==> src/rtl/controlador_busqueda_pkg.sv <==
// Shared pipeline definitions for the fetch stage: widths, halt encoding and FSM states.
package controlador_busqueda_pkg;

  localparam int unsigned ADDR_W = 10;
  localparam int unsigned DATA_W = 32;
  localparam logic [DATA_W-1:0] HLT_WORD = 32'h0000_0000;

  typedef enum logic [1:0] {
    StInit = 2'd0,
    StRun  = 2'd1,
    StHalt = 2'd2
  } fetch_state_e;

endpackage

==> src/rtl/controlador_busqueda.sv <==
// Instruction fetch controller: drives the synchronous instruction memory address,
// presents the fetched word to decode, and handles stall, redirect and halt.
module controlador_busqueda
  import controlador_busqueda_pkg::*;
(
  input  logic              clk,
  input  logic              reset_n,
  input  logic              stall,
  input  logic              redirect,
  input  logic [ADDR_W-1:0] redirect_target,
  input  logic [DATA_W-1:0] instruccion,
  output logic [ADDR_W-1:0] direccion,
  output logic              instr_valid,
  output logic [DATA_W-1:0] instr_out,
  output logic [ADDR_W-1:0] instr_pc,
  output logic              halted,
  output logic [31:0]       fetch_count
);

  fetch_state_e      state_q, state_d;
  logic [ADDR_W-1:0] pc_q, pc_d;
  logic [ADDR_W-1:0] instr_pc_q, instr_pc_d;
  logic              valid_q, valid_d;
  logic              halted_q, halted_d;
  logic [31:0]       count_q, count_d;

  // State register; reset aborts any fetch in flight, including HALT.
  always_ff @(posedge clk or negedge reset_n) begin
    if (!reset_n) begin
      state_q    <= StInit;
      pc_q       <= '0;
      instr_pc_q <= '0;
      valid_q    <= 1'b0;
      halted_q   <= 1'b0;
      count_q    <= '0;
    end else begin
      state_q    <= state_d;
      pc_q       <= pc_d;
      instr_pc_q <= instr_pc_d;
      valid_q    <= valid_d;
      halted_q   <= halted_d;
      count_q    <= count_d;
    end
  end

  // Next-state and memory address; priority in RUN is redirect > stall > accept.
  always_comb begin
    state_d    = state_q;
    pc_d       = pc_q;
    instr_pc_d = instr_pc_q;
    valid_d    = valid_q;
    halted_d   = halted_q;
    count_d    = count_q;
    direccion  = instr_pc_q;

    unique case (state_q)
      StInit: begin
        // Word 0 is requested now and appears on instruccion next cycle.
        direccion  = '0;
        pc_d       = ADDR_W'(1);
        instr_pc_d = '0;
        valid_d    = 1'b1;
        state_d    = StRun;
      end
      StRun: begin
        if (redirect) begin
          direccion  = redirect_target;
          instr_pc_d = redirect_target;
          pc_d       = redirect_target + 1'b1;
        end else if (stall) begin
          // Re-read the presented word so instruccion stays stable.
          direccion = instr_pc_q;
        end else begin
          count_d = count_q + 32'd1;
          if (instruccion != HLT_WORD) begin
            direccion  = pc_q;
            instr_pc_d = pc_q;
            pc_d       = pc_q + 1'b1;
          end else begin
            direccion = instr_pc_q;
            valid_d   = 1'b0;
            halted_d  = 1'b1;
            state_d   = StHalt;
          end
        end
      end
      StHalt: begin
        direccion = instr_pc_q;
      end
      default: begin
        state_d = StInit;
      end
    endcase
  end

  assign instr_out   = instruccion;
  assign instr_pc    = instr_pc_q;
  assign instr_valid = valid_q;
  assign halted      = halted_q;
  assign fetch_count = count_q;

endmodule

==> config.mk <==
export PLATFORM = sky130hd
export DESIGN_NAME = controlador_busqueda
export DESIGN_NICKNAME = d
export VERILOG_FILES = /design/src/rtl/controlador_busqueda_pkg.sv /design/src/rtl/controlador_busqueda.sv
export SDC_FILE = /design/constraint.sdc
export NUM_CORES = 1
export LEC_CHECK = 0
export ABC_CLOCK_PERIOD_IN_PS = 3300
export CORE_UTILIZATION = 48
export DETAILED_ROUTE_END_ITERATION = 7
export DONT_BUFFER_PORTS = 1
export PLACE_DENSITY = 0.66
export SLEW_MARGIN = 30
export SYNTH_ARGS = -nofsm -noshare
export SYNTH_HDL_FRONTEND = slang
export SYNTH_SLANG_ARGS = --single-unit
export TNS_END_PERCENT = 30
==> constraint.sdc <==
create_clock -name clk -period 3.3 [get_ports clk]
set_input_delay 0.66 -clock clk [delete_from_list [all_inputs] [get_ports clk]]
set_output_delay 0.66 -clock clk [all_outputs]
set_load 0.005 [all_outputs]
# After elaboration in Yosys (flattened, before gate mapping)
# Cells that the tools add are included.
[word_totals]
reg_bits = 56
latchBits = 0
ramBits = 0
mem_bits_ro = 0
inputBits = 46
out_inout_bits = 86
word_cells = 44
mem_count = 0
[op_classes]
add_sub_neg = 3
mul = 0
n_div = 0
magnitude_cmp = 0
eq_ne = 7
n_shift = 0
muxes = 16
bitwise = 4
n_reduce_logical = 8
[ops]
columns = ["op", "count"]
rows = [
  ["$mux W10", 6],
  ["$pmux W10 S2", 2],
  ["$add A32 B1 Y32 const B", 1],
  ["$reduce_bool A32 Y1", 1],
  ["$add A10 B1 Y10 const B", 2],
  ["$reduce_and A4 Y1", 3],
  ["$mux W2", 3],
  ["$ne A2 B2 Y1 const B", 3],
  ["$ne A3 B3 Y1 const B", 2],
  ["$pmux W2 S3", 1],
  ["$reduce_and A3 Y1", 2],
  ["$not A1 Y1", 4],
  ["$mux W1", 3],
  ["$eq A2 B1 Y1 const B", 1],
  ["$eq A2 B2 Y1 const B", 1],
  ["$logic_not A2 Y1", 1],
  ["$pmux W1 S2", 1],
  ["$reduce_bool A2 Y1", 1],
]

# Depth between registers and ports, before layout
# Gate-level depths: netlist of the first run.
[depth]
word_depth = 5
mapped_depth = 11
depth_no_buf = 8

# Worst setup path before layout of the first run
# OpenSTA, ideal clock, no wires.
[synth_path]
path_kind = "input port to flip-flop"
start = "input port redirect"
end = "register pc_q[4]"
setup_ns = 0.125
arrival_ns = 2.503
t_required_ns = 3.175
slack_ns = 0.672
path_stages = 10
n_path_buf = 3
path_cell_list = "buf_4 > buf_6 > clkbuf_1 > mux2_2 > ha_1 > inv_1 > a21oi_1 > a211oi_1 > nor3_1 > mux2_2"
[synth_via]
elab_chain_cells = 2
word_cells_on_any_way = 5
classes_between = "eq/ne (2); mux (2); reduce/logical (1)"
[synth_lines]
columns = ["element", "line_no", "source"]
rows = [
  ["start: declaration", "controlador_busqueda.sv:9", "input logic redirect,"],
  ["$ne A3 B3 Y1 (no source line) / $mux W10 (equally long branches)", "--", ""],
  ["$reduce_and A3 Y1 (no source line) / $pmux W10 S2 (equally long branches)", "--", ""],
  ["end signal: assignment", "controlador_busqueda.sv:38", "pc_q <= pc_d;"],
  ["end: declaration", "controlador_busqueda.sv:21", "logic [ADDR_W-1:0] pc_q, pc_d;"],
]
# Parallel ways exist; a longest one is shown, timed or not.
# A chain may end at the register's enable or synchronous reset.

# Worst setup path in the final report of the first run
[layout_path]
start = "register state_q[1]"
end = "output port direccion[0]"
[layout_via]
elab_chain_cells = 2
word_cells_on_any_way = 3
classes_between = "eq/ne (1); mux (1); reduce/logical (1)"
[layout_lines]
columns = ["element", "line_no", "source"]
rows = [
  ["start: declaration", "controlador_busqueda.sv:20", "fetch_state_e state_q, state_d;"],
  ["start signal: assignment", "controlador_busqueda.sv:30", "state_q <= StInit;"],
  ["start signal: assignment", "controlador_busqueda.sv:37", "state_q <= state_d;"],
  ["$eq A2 B1 Y1 / $logic_not A2 Y1 (equally long branches)", "controlador_busqueda.sv:56", "unique case (state_q)"],
  ["$pmux W10 S2 (*)", "controlador_busqueda.sv:56", ""],
  ["end: declaration", "controlador_busqueda.sv:12", "output logic [ADDR_W-1:0] direccion,"],
]
# Mark *: on every way between the ends. The rest lies on a longest branch, timed or not.

==> impl_metrics.prom, run 1 <==
# TYPE chip_impl_metric gauge
chip_impl_info{name="run_status",value="finished, final reports clean"} 1
chip_impl_metric{name="post_cts_buffers",unit=""} 0
chip_impl_metric{name="clk-insertion-delay-late",unit="ns"} 0.31
chip_impl_metric{name="final_layout_size_suffix_gt1_frac",unit=""} 0.0695
chip_impl_metric{name="leakage",unit="nW"} 1.45
chip_impl_metric{name="dr_total_vias",unit=""} 2298
chip_impl_metric{name="overflow",unit=""} 0
chip_impl_metric{name="first_iter_violations",unit=""} 120
chip_impl_metric{name="post_layout_nonfiller_instances",unit=""} 379
chip_impl_metric{name="final_antenna_net_count",unit=""} 0
chip_impl_metric{name="die_w",unit="um"} 83.7
chip_impl_metric{name="timing.clock.skew",unit="ns"} 0.00929
chip_impl_metric{name="grt_util_all_layers",unit=""} 0.202
chip_impl_metric{name="holdBufCountCts",unit=""} 0
chip_impl_metric{name="post_cts.resized_instances",unit=""} 0
chip_impl_metric{name="htree_num_levels",unit=""} 2
chip_impl_metric{name="placementRows",unit=""} 29
chip_impl_metric{name="dr.pass1.iters",unit=""} 5
chip_impl_metric{name="report.final.hold_viol_count",unit=""} 0
chip_impl_metric{name="grt_max_degree",unit=""} 57
chip_impl_info{name="grt_setup_unrepaired",value="false"} 1
chip_impl_metric{name="design.core.area",unit="um2"} 6390
chip_impl_info{name="cts.root.buffer_cell",value="clkbuf_8"} 1
chip_impl_metric{name="cts_inserted_buffers",unit=""} 5
chip_impl_metric{name="clkSinkCount",unit=""} 56
chip_impl_info{name="timing_worst_setup_path_type",value="reg2out"} 1
chip_impl_info{name="post_synth_main_area_contributors",value="dfrtp_1 44%, buf_4 8.0%, xnor2_1 5.2%, xor2_1 4.6%, inv_1 3.0%"} 1
chip_impl_metric{name="sequential_cell_area",unit="um2"} 1400
chip_impl_info{name="element_type_at_the_critical_path_start",value="flop"} 1
chip_impl_metric{name="ys_seq_area_frac",unit=""} 0.437
chip_impl_metric{name="post-route-min-period",unit="ns"} 2.77
chip_impl_metric{name="powerDensity",unit="nW/um2"} 448
chip_impl_metric{name="clk_path_buf_depth",unit=""} 2
chip_impl_metric{name="post_synth_instance_area",unit="um2"} 3210
chip_impl_metric{name="setup_violations",unit=""} 0
chip_impl_metric{name="antenna_found_initial",unit=""} 0
chip_impl_metric{name="syn_nets",unit=""} 378
chip_impl_metric{name="vias_per_cell",unit=""} 6.06
chip_impl_metric{name="synthesis.instances",unit=""} 330
chip_impl_metric{name="hpwl",unit="mm"} 5.00
chip_impl_metric{name="synthesis.yosys.warnings",unit=""} 0
chip_impl_metric{name="synth_largest_type_area_fraction",unit=""} 0.437
chip_impl_metric{name="synth_seq_cells",unit=""} 56
chip_impl_metric{name="synth.distinct_cells",unit=""} 46
chip_impl_metric{name="via_count_of_the_first_global_routing_pass",unit=""} 2350
chip_impl_metric{name="io_pins",unit=""} 132
chip_impl_metric{name="worst-slew-pin-transition",unit="ns"} 0.639
chip_impl_metric{name="crit_arrival",unit="ns"} 2.11
chip_impl_metric{name="nNetsFinal",unit=""} 349
chip_impl_info{name="crit_chain",value="inv_1 -> nand2_1 -> nor2_1 -> a32oi_1 -> o21ai_0"} 1
chip_impl_metric{name="vdd.ir_drop.worst",unit="mV"} 0.223
chip_impl_metric{name="finalMaxSlewViolations",unit=""} 0
chip_impl_metric{name="routedWlPerCell",unit="um"} 18.0
chip_impl_info{name="cpMaxStageDelayCell",value="dfrtp_1"} 1
chip_impl_metric{name="setup-tns-final",unit="ns"} 0
chip_impl_metric{name="gpl.final_weighted_congestion",unit=""} 0.811
chip_impl_metric{name="areaGrowthSynthToFinish",unit="%"} -2.42
chip_impl_metric{name="max_slew_margin",unit=""} 0.572
chip_impl_metric{name="worst_path_largest_cell_delay",unit="ns"} 0.54
chip_impl_info{name="netlist.top_cell.by_area",value="dfrtp_1"} 1
chip_impl_info{name="sort_of_element_at_the_end_of_the_critical_path",value="output pin"} 1
chip_impl_metric{name="period_share",unit=""} 0.841
chip_impl_metric{name="die_height",unit="um"} 83.7
chip_impl_metric{name="number_of_synthesized_flops_with_an_enable_pin",unit=""} 0
chip_impl_metric{name="clkTransAtPathRegs",unit="ns"} 0.10
chip_impl_metric{name="max-cap-violations",unit=""} 0
chip_impl_metric{name="totalWireLength",unit="mm"} 6.84
chip_impl_metric{name="dieArea",unit="um2"} 7010
chip_impl_metric{name="starting_density_of_the_core",unit=""} 0.502
chip_impl_metric{name="synthArstFlopShare",unit=""} 1.00
chip_impl_info{name="tritoncts",value="built"} 1
chip_impl_info{name="min_path_type",value="in2async"} 1
chip_impl_metric{name="post_detailed_route_drc_marker_count",unit=""} 0
chip_impl_metric{name="critical_path.max_fanout",unit=""} 11
chip_impl_metric{name="max_freq",unit="MHz"} 360
chip_impl_info{name="synth_flop_cell",value="dfrtp_1"} 1
chip_impl_metric{name="multi_input_area",unit="um2"} 1430
chip_impl_metric{name="dp_cells",unit=""} 371
chip_impl_metric{name="port-buffer-count",unit=""} 0
chip_impl_metric{name="fillers",unit=""} 605
chip_impl_metric{name="required",unit="ns"} 2.64
chip_impl_metric{name="synth.avg_cell_area",unit="um2"} 9.71
chip_impl_metric{name="antenna_cells_inserted",unit=""} 0
chip_impl_metric{name="first_pass_grt_wire_length",unit="mm"} 11.4
chip_impl_metric{name="post-layout-total-power",unit="W"} 0.00140
flip-flops by register name, indices dropped and copies added (netlist names):
name and cells:
instr_valid 1, pc_q 10, fetch_count 32, instr_pc 10, halted 1, state_q 2
synth_stat cells (3+ instances only):
library cell  number
nor3_1             5
inv_1             26
dfrtp_1           56
xnor2_1           19
o21ai_0           14
and4_1             7
nand2b_1           3
a211oi_1           3
nand2_1           26
nor4_1            10
mux2i_1            3
a21oi_1            7
a22oi_1           11
buf_4             34
and3_1             8
nand4_1            8
xor2_1            17
a21o_1             3
nand3_1           13
o22ai_1            6
nor2_1            15
worst paths after layout:
path	startpoint	cells past startpoint	end	slack, ns
min	reset_n	0	fetch_count[19]	0.03
max	state_q[1]	5	direccion[0]	0.53
max in group asynchronous	reset_n	0	pc_q[2]	3.18
min reg2reg	fetch_count[31]	1	fetch_count[31]	0.50
min in group clk	fetch_count[31]	1	fetch_count[31]	0.50
max reg2reg	state_q[1]	5	fetch_count[28]	1.16
placed cells by master, fill, tap and decap left out, types with 3 or more instances in the layout:
| master | Yosys | final |
|---|---|---|
| a211oi_1 | 3 | 3 |
| a21o_1 | 3 | 3 |
| a21oi_1 | 7 | 7 |
| a22oi_1 | 11 | 11 |
| and3_1 | 8 | 8 |
| and4_1 | 7 | 7 |
| clkbuf_8 | 0 | 5 |
| dfrtp_1 | 56 | 56 |
| inv_1 | 26 | 26 |
| mux2i_1 | 3 | 3 |
| nand2_1 | 26 | 26 |
| nand2b_1 | 3 | 3 |
| nand3_1 | 13 | 13 |
| nand4_1 | 8 | 8 |
| nor2_1 | 15 | 15 |
| nor3_1 | 5 | 5 |
| nor4_1 | 10 | 10 |
| o21ai_0 | 14 | 14 |
| o22ai_1 | 6 | 6 |
| xnor2_1 | 19 | 19 |
| xor2_1 | 17 | 17 |
layer usage:
metal	part of all wire	up-vias	track usage
met5	0	-	0
met4	0.017	0	0.0693
met3	0.072	17	0.0692
met2	0.48	93	0.324
met1	0.43	1114	0.253
li1	-	1074	-
power by group:
part           switching [W]  internal, W  total (W)
logic              0.0000963    0.0000811   0.000177
clock network       0.000226     0.000152   0.000377
registers          0.0000972     0.000751   0.000848
total               0.000419     0.000984    0.00140
critical path: cells and delay by family (launching register included):
family / cells / cell delay (ns)
simple gates: 2 / 0.65
flops: 1 / 0.54
buf+inv: 1 / 0.17
compound gates: 2 / 0.43
cell families after synthesis:
kind of cell             Yosys count  share of synthesized area
AO/OA/AOI/OAI                     57                      0.119
multiplexers                       5                     0.0164
flip-flops                        56                      0.437
AND/OR/NAND/NOR                  110                      0.205
XOR/XNOR                          36                     0.0984
adder cells (fa/ha/maj)            2                    0.00781
buffers and inverters             64                      0.117
area by class of cell:
| cell class | count | share of cell area |
|---|---|---|
| clock buffer | 6 | 0.0232 |
| clock inverter | 2 | 0.00520 |
| inverter | 26 | 0.0312 |
| multi-input combinational | 210 | 0.457 |
| sequential | 56 | 0.448 |
| tap | 77 | 0.0308 |
| timing repair buffer | 2 | 0.00480 |
stage by stage:
stage | area (um2) | hold WS, ns | setup slack [ns] | util
global route | 3130 | 0.00407 | 0.382 | 0.490
detailed placement | 3040 | 0.366 | 0.516 | 0.476
finish | 3130 | 0.0280 | 0.525 | 0.490
global placement | 3040 | 0.365 | 0.550 | 0.476
floorplan | 3210 | 0.364 | 0.672 | -
CTS | 3130 | 0.0169 | 0.520 | 0.490
Note: power is estimated with default switching activity, not from simulation.
==> run 2, diff against run 1 <==
--- a/config.mk
+++ b/config.mk
@@ -5,11 +5,11 @@
 export SDC_FILE = /design/constraint.sdc
 export NUM_CORES = 1
 export LEC_CHECK = 0
-export ABC_CLOCK_PERIOD_IN_PS = 3300
+export ABC_CLOCK_PERIOD_IN_PS = 2450
 export CORE_UTILIZATION = 48
 export DETAILED_ROUTE_END_ITERATION = 7
 export DONT_BUFFER_PORTS = 1
-export PLACE_DENSITY = 0.66
+export PLACE_DENSITY = 0.68
 export SLEW_MARGIN = 30
 export SYNTH_ARGS = -nofsm -noshare
 export SYNTH_HDL_FRONTEND = slang
==> constraint.sdc (replaced) <==
create_clock -name clk -period 2.45 [get_ports clk]
set_input_delay 0.49 -clock clk [delete_from_list [all_inputs] [get_ports clk]]
set_output_delay 0.49 -clock clk [all_outputs]
set_load 0.005 [all_outputs]
==> impl_metrics.prom, run 2 (synthesis gave the netlist of run 1 again) <==
# TYPE chip_impl_metric gauge
chip_impl_metric{name="antenna_cells_inserted",unit=""} 0
chip_impl_info{name="sort_of_element_at_the_end_of_the_critical_path",value="output pin"} 1
chip_impl_metric{name="max-cap-violations",unit=""} 0
chip_impl_metric{name="comb_power_share",unit=""} 0.128
chip_impl_metric{name="max_reg_flops",unit=""} 32
chip_impl_metric{name="dp_worst_setup_slack",unit="ns"} 0.171
chip_impl_metric{name="setup-tns-final",unit="ns"} 0
chip_impl_metric{name="power.internal",unit="W"} 0.00154
chip_impl_info{name="critical_path.most_common_cell",value="buf_4"} 1
chip_impl_metric{name="overflow",unit=""} 0
chip_impl_info{name="tritoncts",value="built"} 1
chip_impl_metric{name="report.final.hold_viol_count",unit=""} 0
chip_impl_metric{name="port-buffer-count",unit=""} 0
chip_impl_metric{name="power.switching_fraction",unit=""} 0.274
chip_impl_metric{name="starting_density_of_the_core",unit=""} 0.502
chip_impl_info{name="min_path_type",value="in2async"} 1
chip_impl_info{name="layout.cells.most_common_list",value="56 x dfrtp_1, 26 x inv_1, 25 x nand2_1, 19 x xnor2_1, 17 x xor2_1"} 1
chip_impl_metric{name="post_detailed_route_drc_marker_count",unit=""} 0
chip_impl_metric{name="worst-slew-pin-transition",unit="ns"} 0.524
chip_impl_metric{name="required",unit="ns"} 1.96
chip_impl_metric{name="htree_num_levels",unit=""} 2
chip_impl_metric{name="first_pass_grt_wire_length",unit="mm"} 11.6
chip_impl_metric{name="finalMaxSlewViolations",unit=""} 0
chip_impl_metric{name="via_count_of_the_first_global_routing_pass",unit=""} 2397
chip_impl_info{name="element_type_at_the_critical_path_start",value="flop"} 1
chip_impl_metric{name="nNetsFinal",unit=""} 361
chip_impl_metric{name="fillers",unit=""} 574
chip_impl_metric{name="hpwl",unit="mm"} 5.15
chip_impl_metric{name="dr.pass1.iters",unit=""} 4
chip_impl_metric{name="totalWireLength",unit="mm"} 7.10
chip_impl_metric{name="leakage",unit="nW"} 1.54
chip_impl_metric{name="period_share",unit=""} 0.940
chip_impl_info{name="run_status",value="finished, final reports clean"} 1
chip_impl_metric{name="timing.clock.skew",unit="ns"} 0.00727
chip_impl_metric{name="dieArea",unit="um2"} 7010
chip_impl_info{name="cp_top_family",value="buffers and inverters"} 1
chip_impl_info{name="cts.root.buffer_cell",value="clkbuf_8"} 1
chip_impl_metric{name="final.setup.worst_slack",unit="ns"} 0.148
chip_impl_info{name="layout.cells.most_common",value="dfrtp_1"} 1
chip_impl_metric{name="sequential_power_share",unit=""} 0.542
chip_impl_metric{name="vias_per_cell",unit=""} 6.11
chip_impl_metric{name="critical_path.n_buffers_inverters",unit=""} 4
chip_impl_metric{name="clk_path_buf_depth",unit=""} 2
chip_impl_metric{name="die_height",unit="um"} 83.7
chip_impl_metric{name="dr_total_vias",unit=""} 2382
chip_impl_metric{name="clkTransAtPathRegs",unit="ns"} 0.10
chip_impl_metric{name="grt_max_degree",unit=""} 57
chip_impl_metric{name="post-route-min-period",unit="ns"} 2.30
chip_impl_metric{name="r2r_setup_slack",unit="ns"} 0.39
chip_impl_metric{name="routedWlPerCell",unit="um"} 18.2
chip_impl_info{name="timing_worst_setup_path_type",value="reg2out"} 1
chip_impl_metric{name="crit_arrival",unit="ns"} 1.81
chip_impl_metric{name="final_layout_size_suffix_gt1_frac",unit=""} 0.109
chip_impl_metric{name="post_cts_buffers",unit=""} 0
chip_impl_metric{name="areaGrowthSynthToFinish",unit="%"} 2.58
chip_impl_metric{name="placementRows",unit=""} 29
chip_impl_metric{name="max_slew_margin",unit=""} 0.648
chip_impl_metric{name="powerDensity",unit="nW/um2"} 644
chip_impl_metric{name="cts_inserted_buffers",unit=""} 5
chip_impl_metric{name="critical_path.max_fanout",unit=""} 10
chip_impl_metric{name="clockPowerShare",unit=""} 0.330
chip_impl_metric{name="clk-insertion-delay-late",unit="ns"} 0.30
chip_impl_metric{name="vdd.ir_drop.worst",unit="mV"} 0.304
chip_impl_metric{name="final_antenna_net_count",unit=""} 0
chip_impl_metric{name="setup_violations",unit=""} 0
chip_impl_metric{name="gpl.final_weighted_congestion",unit=""} 0.838
chip_impl_metric{name="design.core.area",unit="um2"} 6390
chip_impl_metric{name="max_freq",unit="MHz"} 434
chip_impl_metric{name="switchingPower",unit="W"} 0.000579
chip_impl_info{name="grt_setup_unrepaired",value="false"} 1
chip_impl_metric{name="grt_util_all_layers",unit=""} 0.205
chip_impl_metric{name="worst_path_largest_cell_delay",unit="ns"} 0.40
chip_impl_info{name="crit_chain",value="buf_4 -> inv_1 -> nand2_2 -> nor2_1 -> buf_4 -> a32oi_1 -> buf_4 -> o21ai_0"} 1
chip_impl_metric{name="clkSinkCount",unit=""} 56
chip_impl_metric{name="io_pins",unit=""} 132
chip_impl_metric{name="first_iter_violations",unit=""} 95
chip_impl_metric{name="antenna_found_initial",unit=""} 0
chip_impl_info{name="cpMaxStageDelayCell",value="dfrtp_1"} 1
chip_impl_metric{name="die_w",unit="um"} 83.7
-- run 2: cell types whose count changed in the layout (fill, tap and decap cells not counted) --
cell	previous run	this run
buf_4	2	13
nand2_2	0	1
clkinvlp_4	1	0
bufinv_16	0	2
a21oi_4	0	1
buf_16	0	1
clkinv_4	1	0
a21oi_2	1	0
clkbuf_1	1	0
nand2_1	26	25
-- run 2: area by class of cell --
class | count | area, um2 | area share
clock buffers | 5 | 68.8 | 0.0209
clock inverters | 2 | 60.1 | 0.0183
inverters | 26 | 97.6 | 0.0297
multi-input cells | 210 | 1440 | 0.438
flip-flops and latches | 56 | 1400 | 0.426
well taps | 77 | 96.3 | 0.0293
repair buffers | 14 | 125 | 0.0381
-- run 2: metal layers --
layer  wire length, um  GRT usage
met5                 0          0
met4                69     0.0678
met3               538     0.0663
met2              3560      0.350
met1              2930      0.243
-- run 2: path summary, 6_finish.rpt --
| path | startpoint | endpoint | cells after the start |
|---|---|---|---|
| worst max-delay path | state_q[1] | direccion[0] | 8 |
| worst min-delay path | reset_n | fetch_count[7] | 1 |
| worst max register to register | pc_q[1] | pc_q[8] | 8 |
| worst min register to register | fetch_count[31] | fetch_count[31] | 1 |
| max in group asynchronous | reset_n | instr_pc[5] | 1 |
| min in group clk | stall | state_q[0] | 2 |
-- run 2: timing repair --
item / in CTS / in global routing
setup endpoints to repair: 0 / 2
gates resized for setup: 0 / 2
hold buffers: 1 / 0
endpoints found under the hold margin: 56 / 0
-- run 2: through the flow --
step           hold slack (ns)  area (um2)  total power, W  utilization  std cells
2_1_floorplan            0.194        3210         0.00136            -        330
3_3_place_gp             0.195        3120         0.00140        0.489        382
3_5_place_dp             0.195        3120         0.00141        0.489        382
4_1_cts                 0.0366        3280         0.00214        0.513        390
5_1_grt                 0.0301        3290         0.00221        0.515        390
6_report                0.0314        3290         0.00212        0.515        390
-- run 2: power by group through the flow --
stage | combinational, W | clock (W) | sequential (W)
after floorplan | 0.000244 | 0 | 0.00112
after CTS | 0.000270 | 0.000721 | 0.00115
after global placement | 0.000240 | 0 | 0.00116
after detailed placement | 0.000246 | 0 | 0.00117
after global routing | 0.000307 | 0.000743 | 0.00116
final | 0.000271 | 0.000697 | 0.00115
